[src/rtl/store_buffer_if.sv]
// Bus bundles for the store buffer: pipeline-side store/load/status port and
// the data-memory drain port.
interface store_buffer_if #(parameter int PTR_W = 2);
  logic         st_valid;
  logic [3:0]   st_we;
  logic [31:0]  st_addr;
  logic [31:0]  st_wdata;
  logic         st_ready;
  logic         ld_valid;
  logic [31:0]  ld_addr;
  logic         ld_hazard;
  logic         empty;
  logic [PTR_W:0] count;
  logic         misalign;

  modport master (
    output st_valid, st_we, st_addr, st_wdata, ld_valid, ld_addr,
    input  st_ready, ld_hazard, empty, count, misalign
  );
  modport slave (
    input  st_valid, st_we, st_addr, st_wdata, ld_valid, ld_addr,
    output st_ready, ld_hazard, empty, count, misalign
  );
endinterface

interface store_buffer_mem_if;
  logic         mem_req;
  logic [31:0]  mem_addr;
  logic [3:0]   mem_we;
  logic [31:0]  mem_wdata;
  logic         mem_ack;

  modport master (output mem_req, mem_addr, mem_we, mem_wdata, input mem_ack);
  modport slave  (input mem_req, mem_addr, mem_we, mem_wdata, output mem_ack);
endinterface

[src/rtl/store_buffer.sv]
// In-order store buffer: lane-aligns stores, queues them, drains over req/ack
// and flags load hazards. STORE_BUF_MISALIGN_TRAP_EN drops misaligned stores.

// Per-entry word-address comparator for the load hazard check.
module store_buffer_hit (
  input  logic        vld,
  input  logic [29:0] ent_word,
  input  logic [29:0] ld_word,
  output logic        hit
);
  assign hit = vld & (ent_word == ld_word);
endmodule

module store_buffer #(
  parameter int DEPTH = 4,
  parameter int PTR_W = 2
) (
  input  logic                clk,
  input  logic                rst,
  store_buffer_if.slave       st,
  store_buffer_mem_if.master  mem
);
  typedef struct packed {
    logic [29:0] word;
    logic [3:0]  we;
    logic [31:0] wdata;
  } sb_entry_t;

  sb_entry_t            ent_q [DEPTH];
  logic [PTR_W-1:0]     wr_ptr, rd_ptr;
  logic [PTR_W:0]       count_q;
  logic [DEPTH-1:0]     ent_vld, hit;

  logic [1:0]           o;
  logic [7:0]           we_sh;
  logic [31:0]          wdata_sh;
  logic                 is_store, mis, push, pop;
  sb_entry_t            new_ent;

  assign o        = st.st_addr[1:0];
  assign we_sh    = {4'b0000, st.st_we} << o;
  assign wdata_sh = st.st_wdata << {o, 3'b000};
  assign new_ent  = '{word: st.st_addr[31:2], we: we_sh[3:0], wdata: wdata_sh};

  assign st.st_ready = count_q < (PTR_W+1)'(DEPTH);
  assign is_store    = st.st_valid & (st.st_we != 4'b0000) & st.st_ready;

`ifdef STORE_BUF_MISALIGN_TRAP_EN
  logic misalign_q;
  assign mis = ((st.st_we == 4'b0011) && (o == 2'd3)) ||
               ((st.st_we == 4'b1111) && (o != 2'd0));
  always_ff @(posedge clk or posedge rst) begin
    if (rst) misalign_q <= 1'b0;
    else     misalign_q <= is_store & mis;
  end
  assign st.misalign = misalign_q;
`else
  // Misaligned stores go through with upper lanes shifted out.
  assign mis         = 1'b0;
  assign st.misalign = 1'b0;
`endif

  assign push = is_store & ~mis;
  assign pop  = mem.mem_req & mem.mem_ack;

  always_ff @(posedge clk or posedge rst) begin
    if (rst) begin
      wr_ptr  <= '0;
      rd_ptr  <= '0;
      count_q <= '0;
    end else begin
      if (push) wr_ptr <= wr_ptr + 1'b1;
      if (pop)  rd_ptr <= rd_ptr + 1'b1;
      case ({push, pop})
        2'b10:   count_q <= count_q + 1'b1;
        2'b01:   count_q <= count_q - 1'b1;
        default: count_q <= count_q;
      endcase
    end
  end

  // Entry payload needs no reset; occupancy comes from pointers and count.
  always_ff @(posedge clk) begin
    if (push) ent_q[wr_ptr] <= new_ent;
  end

  for (genvar i = 0; i < DEPTH; i++) begin : g_ent
    logic [PTR_W-1:0] off;
    assign off        = PTR_W'(i) - rd_ptr;
    assign ent_vld[i] = {1'b0, off} < count_q;
    store_buffer_hit u_hit (
      .vld      (ent_vld[i]),
      .ent_word (ent_q[i].word),
      .ld_word  (st.ld_addr[31:2]),
      .hit      (hit[i])
    );
  end

  logic unused_ld_lo;
  assign unused_ld_lo = ^st.ld_addr[1:0];

  assign st.ld_hazard = st.ld_valid & (|hit);
  assign st.empty     = (count_q == '0);
  assign st.count     = count_q;

  assign mem.mem_req   = ~st.empty;
  assign mem.mem_addr  = {ent_q[rd_ptr].word, 2'b00};
  assign mem.mem_we    = ent_q[rd_ptr].we;
  assign mem.mem_wdata = ent_q[rd_ptr].wdata;
endmodule

[src/flat_wrapper.sv]
// flat-port wrapper written by rule: the top's interface ports become plain ports
module store_buffer_flat 
#(
  parameter int DEPTH = 4,
  parameter int PTR_W = 2
)
  (clk, rst, st_st_valid, st_st_we, st_st_addr, st_st_wdata, st_ld_valid, st_ld_addr, st_st_ready, st_ld_hazard, st_empty, st_count, st_misalign, mem_mem_req, mem_mem_addr, mem_mem_we, mem_mem_wdata, mem_mem_ack);
  store_buffer_if #(.PTR_W(PTR_W)) st_i ();
  store_buffer_mem_if mem_i ();
  input  logic clk;
  input  logic rst;
  input wire logic [$bits(st_i.st_valid)-1:0] st_st_valid;
  input wire logic [$bits(st_i.st_we)-1:0] st_st_we;
  input wire logic [$bits(st_i.st_addr)-1:0] st_st_addr;
  input wire logic [$bits(st_i.st_wdata)-1:0] st_st_wdata;
  input wire logic [$bits(st_i.ld_valid)-1:0] st_ld_valid;
  input wire logic [$bits(st_i.ld_addr)-1:0] st_ld_addr;
  output wire logic [$bits(st_i.st_ready)-1:0] st_st_ready;
  output wire logic [$bits(st_i.ld_hazard)-1:0] st_ld_hazard;
  output wire logic [$bits(st_i.empty)-1:0] st_empty;
  output wire logic [$bits(st_i.count)-1:0] st_count;
  output wire logic [$bits(st_i.misalign)-1:0] st_misalign;
  output wire logic [$bits(mem_i.mem_req)-1:0] mem_mem_req;
  output wire logic [$bits(mem_i.mem_addr)-1:0] mem_mem_addr;
  output wire logic [$bits(mem_i.mem_we)-1:0] mem_mem_we;
  output wire logic [$bits(mem_i.mem_wdata)-1:0] mem_mem_wdata;
  input wire logic [$bits(mem_i.mem_ack)-1:0] mem_mem_ack;
  assign st_i.st_valid = st_st_valid;
  assign st_i.st_we = st_st_we;
  assign st_i.st_addr = st_st_addr;
  assign st_i.st_wdata = st_st_wdata;
  assign st_i.ld_valid = st_ld_valid;
  assign st_i.ld_addr = st_ld_addr;
  assign st_st_ready = st_i.st_ready;
  assign st_ld_hazard = st_i.ld_hazard;
  assign st_empty = st_i.empty;
  assign st_count = st_i.count;
  assign st_misalign = st_i.misalign;
  assign mem_mem_req = mem_i.mem_req;
  assign mem_mem_addr = mem_i.mem_addr;
  assign mem_mem_we = mem_i.mem_we;
  assign mem_mem_wdata = mem_i.mem_wdata;
  assign mem_i.mem_ack = mem_mem_ack;
  store_buffer #(.DEPTH(DEPTH), .PTR_W(PTR_W)) u_core (.clk(clk), .rst(rst), .st(st_i), .mem(mem_i));
endmodule
[config.mk]
export PLATFORM = sky130hd
export DESIGN_NAME = store_buffer_flat
export DESIGN_NICKNAME = d
export VERILOG_FILES = /design/src/rtl/store_buffer_if.sv /design/src/rtl/store_buffer.sv /design/src/flat_wrapper.sv
export SDC_FILE = /design/constraint.sdc
export NUM_CORES = 1
export LEC_CHECK = 0
export ABC_AREA = 1
export CORE_MARGIN = 3
export CORE_UTILIZATION = 50
export CTS_BUF_LIST = sky130_fd_sc_hd__clkbuf_8
export DETAILED_ROUTE_END_ITERATION = 8
export PLACE_DENSITY = 0.81
export REMOVE_ABC_BUFFERS = 1
export SLEW_MARGIN = 30
export SYNTH_ARGS = -nofsm -noshare
export SYNTH_HDL_FRONTEND = slang
export SYNTH_SLANG_ARGS = --single-unit
[constraint.sdc]
create_clock -name clk -period 5.7 [get_ports clk]
set_clock_uncertainty 0.05 [all_clocks]
set_input_delay 1.71 -clock clk [delete_from_list [all_inputs] [get_ports clk]]
set_output_delay 1.71 -clock clk [all_outputs]
set_load 0.05 [all_outputs]
# After elaboration in Yosys (flattened, before gate mapping)
# Memories as Yosys holds them, arrays and structs flattened.
# Index checks and enable logic that the tools add are counted.
[word_totals] regBits=7 ram_bits=264 in_bits=105 out_inout_bits=76 word_cells=41 memories=1
[classes] n_addsub=8 order_cmp=5 eq_ne=6 shift=2 n_mux=3 n_bitwise=9 reduce_logical=4
[mem_list] name="u_core.ent_q" depth=4 width=66 read_ports=5 rd_clocked_by_memory_dff=0 write_ports=1 line_no="store_buffer.sv:29" text="sb_entry_t ent_q [DEPTH];"
[op_table] operator="30-bit equality test" count=4
[op_table] operator="32-bit by 5-bit << shifter with 32-bit output" count=1
[op_table] operator="2-bit by 3-bit less-than comparator with 1-bit output" count=4
[op_table] operator="1-bit bitwise AND" count=8
[op_table] operator="3-bit case mux with 2 select lines" count=1
[op_table] operator="2-bit by 1-bit adder with 2-bit output (second input constant)" count=2
[op_table] operator="4-bit nonzero test" count=1
[op_table] operator="4-bit OR reduction" count=1
[op_table] operator="4-bit by 2-bit << shifter with 4-bit output" count=1
[op_table] operator="1-bit by 2-bit subtractor with 2-bit output (first input constant)" count=2
[op_table] operator="2-bit subtractor (first input constant)" count=2
[op_table] operator="3-bit by 1-bit adder with 3-bit output (second input constant)" count=1
[op_table] operator="3-bit logical NOT" count=1
[op_table] operator="3-bit less-than comparator (second input constant)" count=1
[op_table] operator="3-bit by 1-bit subtractor with 3-bit output (second input constant)" count=1
[op_table] operator="2-bit by 1-bit equality test with 1-bit output (second input constant)" count=1
[op_table] operator="2-bit equality test (second input constant)" count=1
[op_table] operator="1-bit 2-to-1 mux" count=2
[op_table] operator="2-bit nonzero test" count=1
[op_table] operator="1-bit NOT" count=1

# Depth between registers and ports, before layout
# Gate-level depths: netlist (run 1).
[depth] word_depth=5 mapped_depth=15 ltp_nobuf=14

# Modules after synthesis
# A second synthesis (run 1) with hierarchy kept.
[unflattened] hier_cells=1546 hier_area_um2=13736.9
[modules_own_cells] module="store_buffer" n_inst=1 cells_per_inst=878 area_each_um2=11194.5
[modules_own_cells] module="store_buffer_hit" n_inst=4 cells_per_inst=167 area_each_um2=635.6

# Worst setup path after synthesis (run 1)
# OpenSTA, ideal clock, no wires.
[synth_timing] path_type="input -> register" start="input st_st_we[0]" end="memory u_core.ent_q[0][0] (netlist bit) (enable)" setup_time_ns=0.491 arrival_ns=4.739 path_slack_ns=0.420 path_stages=3 n_path_buf=0 path_cell_list="or2_4 -> o311ai_4 -> nor2_1"
[synth_between] elab_chain_cells=5
[synth_rtl] element="from (decl)" line_no="flat_wrapper.sv:13" text="input wire logic [$bits(st_i.st_we)-1:0] st_st_we;"
[synth_rtl] element="4-bit nonzero test" line_no="store_buffer.sv:46" text="assign is_store = st.st_valid & (st.st_we != 4'b0000) & st.st_ready;"
[synth_rtl] element="1-bit bitwise AND (2 in a row)" line_no="store_buffer.sv:46"
[synth_rtl] element="1-bit 2-to-1 mux" line_no="store_buffer.sv:84" text="if (push) ent_q[wr_ptr] <= new_ent;"
[synth_rtl] element="1-bit 2-to-1 mux (not written as such)" line_no="store_buffer.sv:84"
[synth_rtl] element="to (decl)" line_no="store_buffer.sv:29"
# No other way between the ends.

# Worst setup path after layout (run 1)
[layout_timing] start="input st_ld_addr[2]" end="output st_ld_hazard"
[layout_between] elab_chain_cells=4
[layout_rtl] element="from (decl)" line_no="flat_wrapper.sv:17" text="input wire logic [$bits(st_i.ld_addr)-1:0] st_ld_addr;"
[layout_rtl] element="30-bit equality test" line_no="store_buffer.sv:11" text="assign hit = vld & (ent_word == ld_word);"
[layout_rtl] element="1-bit bitwise AND" line_no="store_buffer.sv:11"
[layout_rtl] element="4-bit OR reduction *" line_no="store_buffer.sv:102" text="assign st.ld_hazard = st.ld_valid & (|hit);"
[layout_rtl] element="1-bit bitwise AND *" line_no="store_buffer.sv:102"
[layout_rtl] element="to (decl)" line_no="flat_wrapper.sv:19" text="output wire logic [$bits(st_i.ld_hazard)-1:0] st_ld_hazard;"
# Mark *: on every way between the ends. The rest lies on a longest branch, timed or not.

==> impl_summary.txt, run 1 <==
----------------------------------------------------
[Run status]
  Run status ... finished clean

[Worst setup path]
  Worst R2R Setup Slack ... 3450 ps
  R2R Path End ... u_core.ent_q[3][16]$_DFFE_PP_
  Reg2reg path depth ... 4
  Critical Path RT ... 3940 ps
  Setup Crit Path Kind ... input port to output port
  Worst-path fanout max ... 5
  Worst setup EP type ... output port
  Launching point of the worst reg2reg path ... u_core.st.count[2]$_DFFE_PP0P_
  Crit path launch type ... input port
  Critical Path AT ... 3550 ps

[Floorplan]
  Die Footprint ... 26450 µm²
  I/O pin cnt ... 181
  Y dimension of the die ... 162.6 µm
  Row count ... 56
  Die Span X ... 162.6 µm
  Core region area ... 23820 µm²
  Starting utilization of the core area ... 51.50%

[Clocking]
  Clock-pin slew on the worst setup and hold paths ... 60 ps
  TritonCTS clock tree ... built
  Max Buffers Root-to-Sink ... 3
  Post-CTS Setup Bufs ... 0
  Clock tree root buffer cell ... clkbuf_8
  Number of instances resized during post-cts repair ... 0
  TritonCTS buffer count ... 44
  H-tree Lvls ... 2
  Clk sink count ... 271
  Skew-Pair Late Insertion Delay ... 540 ps
  Number of hold-repair buffers added at the cts stage ... 0

[Routing]
  Number of DRC violations after detailed-routing iteration 0 ... 783
  Number of vias after detailed routing ... 8602
  Router iterations before antenna repair ... 5
  Number of nets with antenna violations after detailed routing ... 0
  Number of design rule violations left after detail routing ... 0
  Number of vias per cell after detailed routing ... 5.557
  Total wire length after detailed routing ... 29820 µm
  Routed wire per std cell ... 19.26 µm

[Global route]
  Antenna violations before repair ... 1
  Global-route wire length before repair ... 45430 µm
  Maximum number of pins on one net before global-route repair ... 67
  Remaining Overflow, GRT ... 0
  Vias in the first global route ... 8721
  GRT Resource Usage Total ... 22.08%

[Power and ir drop]
  Internal power summed over all cells ... 4590 µW
  Pleak ... 0.005426 µW
  Power per cell area ... 530.0 nW/µm²
  Maximum ir drop on the vdd rail ... 0.3937 mV
  Relative contribution of the clock network to total power ... 20.8%
  Share of power burned in combinational logic ... 47.0%
  Switching power as a share of total power ... 43.30%
  Sequential cell fraction of total power ... 32.2%
  Switching power summed over all nets ... 3505 µW

[Timing]
  Max-slew violations ... 0
  Total setup violations reported at the end of the flow ... 0
  Final worst path period need ... 5314 ps
  Setup repair after global routing missed its margin ... false
  Fin. Hold Viols ... 0
  Worst Tran Pin Value ... 916.7 ps
  Achievable Freq ... 188.2 MHz
  Final critical-path share of the clock period ... 93.22%
  Max_slew headroom ... 38.70%

[Synth]
  Post-synthesis cell area ... 12270 µm²
  Syn avg cell area ... 12.03 µm²
  Synth cell types ... 32
  Sequential element share of the synthesized area ... 66.04%
  Mapped Cells ... 1020
  Register bit count reported by yosys ... 271
  Number of warnings reported in the yosys synthesis log ... 0

[Finish]
  Post-layout util ... 64.11%
  Layout-stage area growth over the synthesis result ... 24.47%
  Layout filler cell count ... 1809
  Share of final-layout standard cells stronger than drive strength 1 ... 7.242%
  Antenna diodes ... 0
  Final nets ... 1310
  Final std cells w/o fill ... 1548

[Min path]
  Worst hold endpoint ... u_core.st.count[1]$_DFFE_PP0P_
  Min-Delay Path Class ... flop to flop
  Count of cells along the worst hold path ... 2
  Hold path startpoint ... u_core.st.count[1]$_DFFE_PP0P_

[Placement]
  GP Congestion ... 0.8737
  Placed cell count ... 1468
  Count of input and output buffers ... 175
  Detailed placer's ending HPWL ... 18600 µm

[Flow run]
  Maxcap violations ... 0

----------------------------------------------------
-- critical path: stages --
cell and delay (ps):
clkdlybuf4s50_1 600, inv_1 90, nand2_1 80, nand2_1 50
nor2_1 130, nand3_1 120, nor2_1 200, nand3_1 90
nand2_1 70, nor2_1 60, nor2_1 190, buf_12 170
-- worst max path at each step --
stage                                      start            to
floorplan           u_core.rd_ptr[0]$_DFFE_PP0P_  st_ld_hazard
detailed placement                 st_ld_addr[2]  st_ld_hazard
global placement                   st_ld_addr[2]  st_ld_hazard
global route                       st_ld_addr[2]  st_ld_hazard
CTS                                st_ld_addr[2]  st_ld_hazard
finish                             st_ld_addr[2]  st_ld_hazard
-- stage by stage --
stage               area [µm²]  power (µW)  hold WS, ps  setup WS [ps]  TNS (ps)
floorplan                11960        5016        506.6         -431.4    -765.6
global placement         14380        6407        483.2          480.0         0
detailed placement       14380        6449        492.6          450.9         0
CTS                      15270        8142        511.1          417.2         0
global route             15270        8456        557.0          234.1         0
finish                   15270        8095        518.2          386.3         0
-- placed cells by master (no fill, tap or decap), types with 12 or more instances in the layout --
cell type | netlist | final
a21oi_1 | 26 | 26
nand2_1 | 148 | 148
xnor2_1 | 68 | 68
clkdlybuf4s50_1 | 0 | 174
clkbuf_8 | 0 | 47
xor2_1 | 45 | 45
nand3_1 | 132 | 132
edfxtp_1 | 264 | 264
a22oi_1 | 75 | 75
o21ai_0 | 16 | 16
inv_1 | 49 | 64
nor2_1 | 78 | 73
buf_4 | 9 | 12
-- Yosys cell counts, drive strengths merged --
| master | instances | area [µm²] |
|---|---|---|
| edfxtp | 264 | 7928 |
| nand2 | 148 | 555.5 |
| nand3 | 132 | 660.6 |
| nor2 | 80 | 305.3 |
| a22oi | 75 | 563.0 |
| xnor2 | 68 | 595.6 |
| inv | 50 | 187.7 |
| xor2 | 45 | 394.1 |
| clkbuf | 36 | 145.1 |
| buf | 30 | 170.2 |
| a21oi | 26 | 130.1 |
| o21ai | 16 | 80.08 |
| ha | 9 | 112.6 |
| nand4 | 9 | 56.30 |
| dfrtp | 7 | 175.2 |
| mux2i | 5 | 50.05 |
| nor3 | 5 | 25.02 |
| o211ai | 5 | 37.54 |
| o22ai | 2 | 12.51 |
| a31oi | 1 | 6.260 |
| clkinv | 1 | 3.750 |
| conb | 1 | 3.750 |
| fa | 1 | 20.02 |
| o221ai | 1 | 8.760 |
| o311ai | 1 | 26.28 |
| o31ai | 1 | 7.510 |
| or2 | 1 | 8.760 |
-- power groups by stage --
stage	combinational [µW]	clock [µW]	sequential, µW
global placement	3780	0	2630
global route	4020	1810	2630
floorplan	2260	0	2760
finish	3810	1680	2600
CTS	3830	1710	2600
detailed placement	3810	0	2640
-- cell type report --
| class | count | area (µm²) | share of cell area (%) |
|---|---|---|---|
| tap | 319 | 399.1 | 2.613 |
| multi-input combinational | 634 | 3715 | 24.32 |
| inverter | 51 | 191.4 | 1.253 |
| timing repair buffer | 193 | 1972 | 12.91 |
| clock inverter | 33 | 242.7 | 1.589 |
| clock buffer | 47 | 646.9 | 4.236 |
| sequential | 271 | 8105 | 53.07 |
-- state kept, by name (all words and copies together), names as in the netlist --
| name | cells |
|---|---|
| u_core.ent_q | 264 |
| u_core.st.count | 3 |
| u_core.wr_ptr | 2 |
| u_core.rd_ptr | 2 |
-- routing by layer --
layer  vias up  part of all wire [%]  GRT usage [%]
li1       3980                     -              -
met1      4141                    39          28.56
met2       416                    49          37.12
met3        63                    10          5.341
met4         2                   2.0          7.036
met5         -                 0.047              0
-- kinds of logic after synthesis --
group / after synthesis / synth area share [%]
adders and majority gates: 10 / 1.081
xor gates and xnor gates: 113 / 8.066
and+or+nand+nor: 375 / 13.13
muxes: 5 / 0.4079
DFF: 271 / 66.04
other: 1 / 0.03056
AOI/OAI and AO/OA: 128 / 7.108
buffers and inverters: 117 / 4.130
(Power assumes the default switching activity.)
==> run 2: changes to the inputs <==
--- a/config.mk
+++ b/config.mk
@@ -9,6 +9,7 @@
 export CORE_MARGIN = 3
 export CORE_UTILIZATION = 50
 export CTS_BUF_LIST = sky130_fd_sc_hd__clkbuf_8
+export CTS_CLUSTER_DIAMETER = 100
 export DETAILED_ROUTE_END_ITERATION = 8
 export PLACE_DENSITY = 0.81
 export REMOVE_ABC_BUFFERS = 1
==> results of run 2 <==
No change in the layout: final DEF, timing and power equal those of run 1.
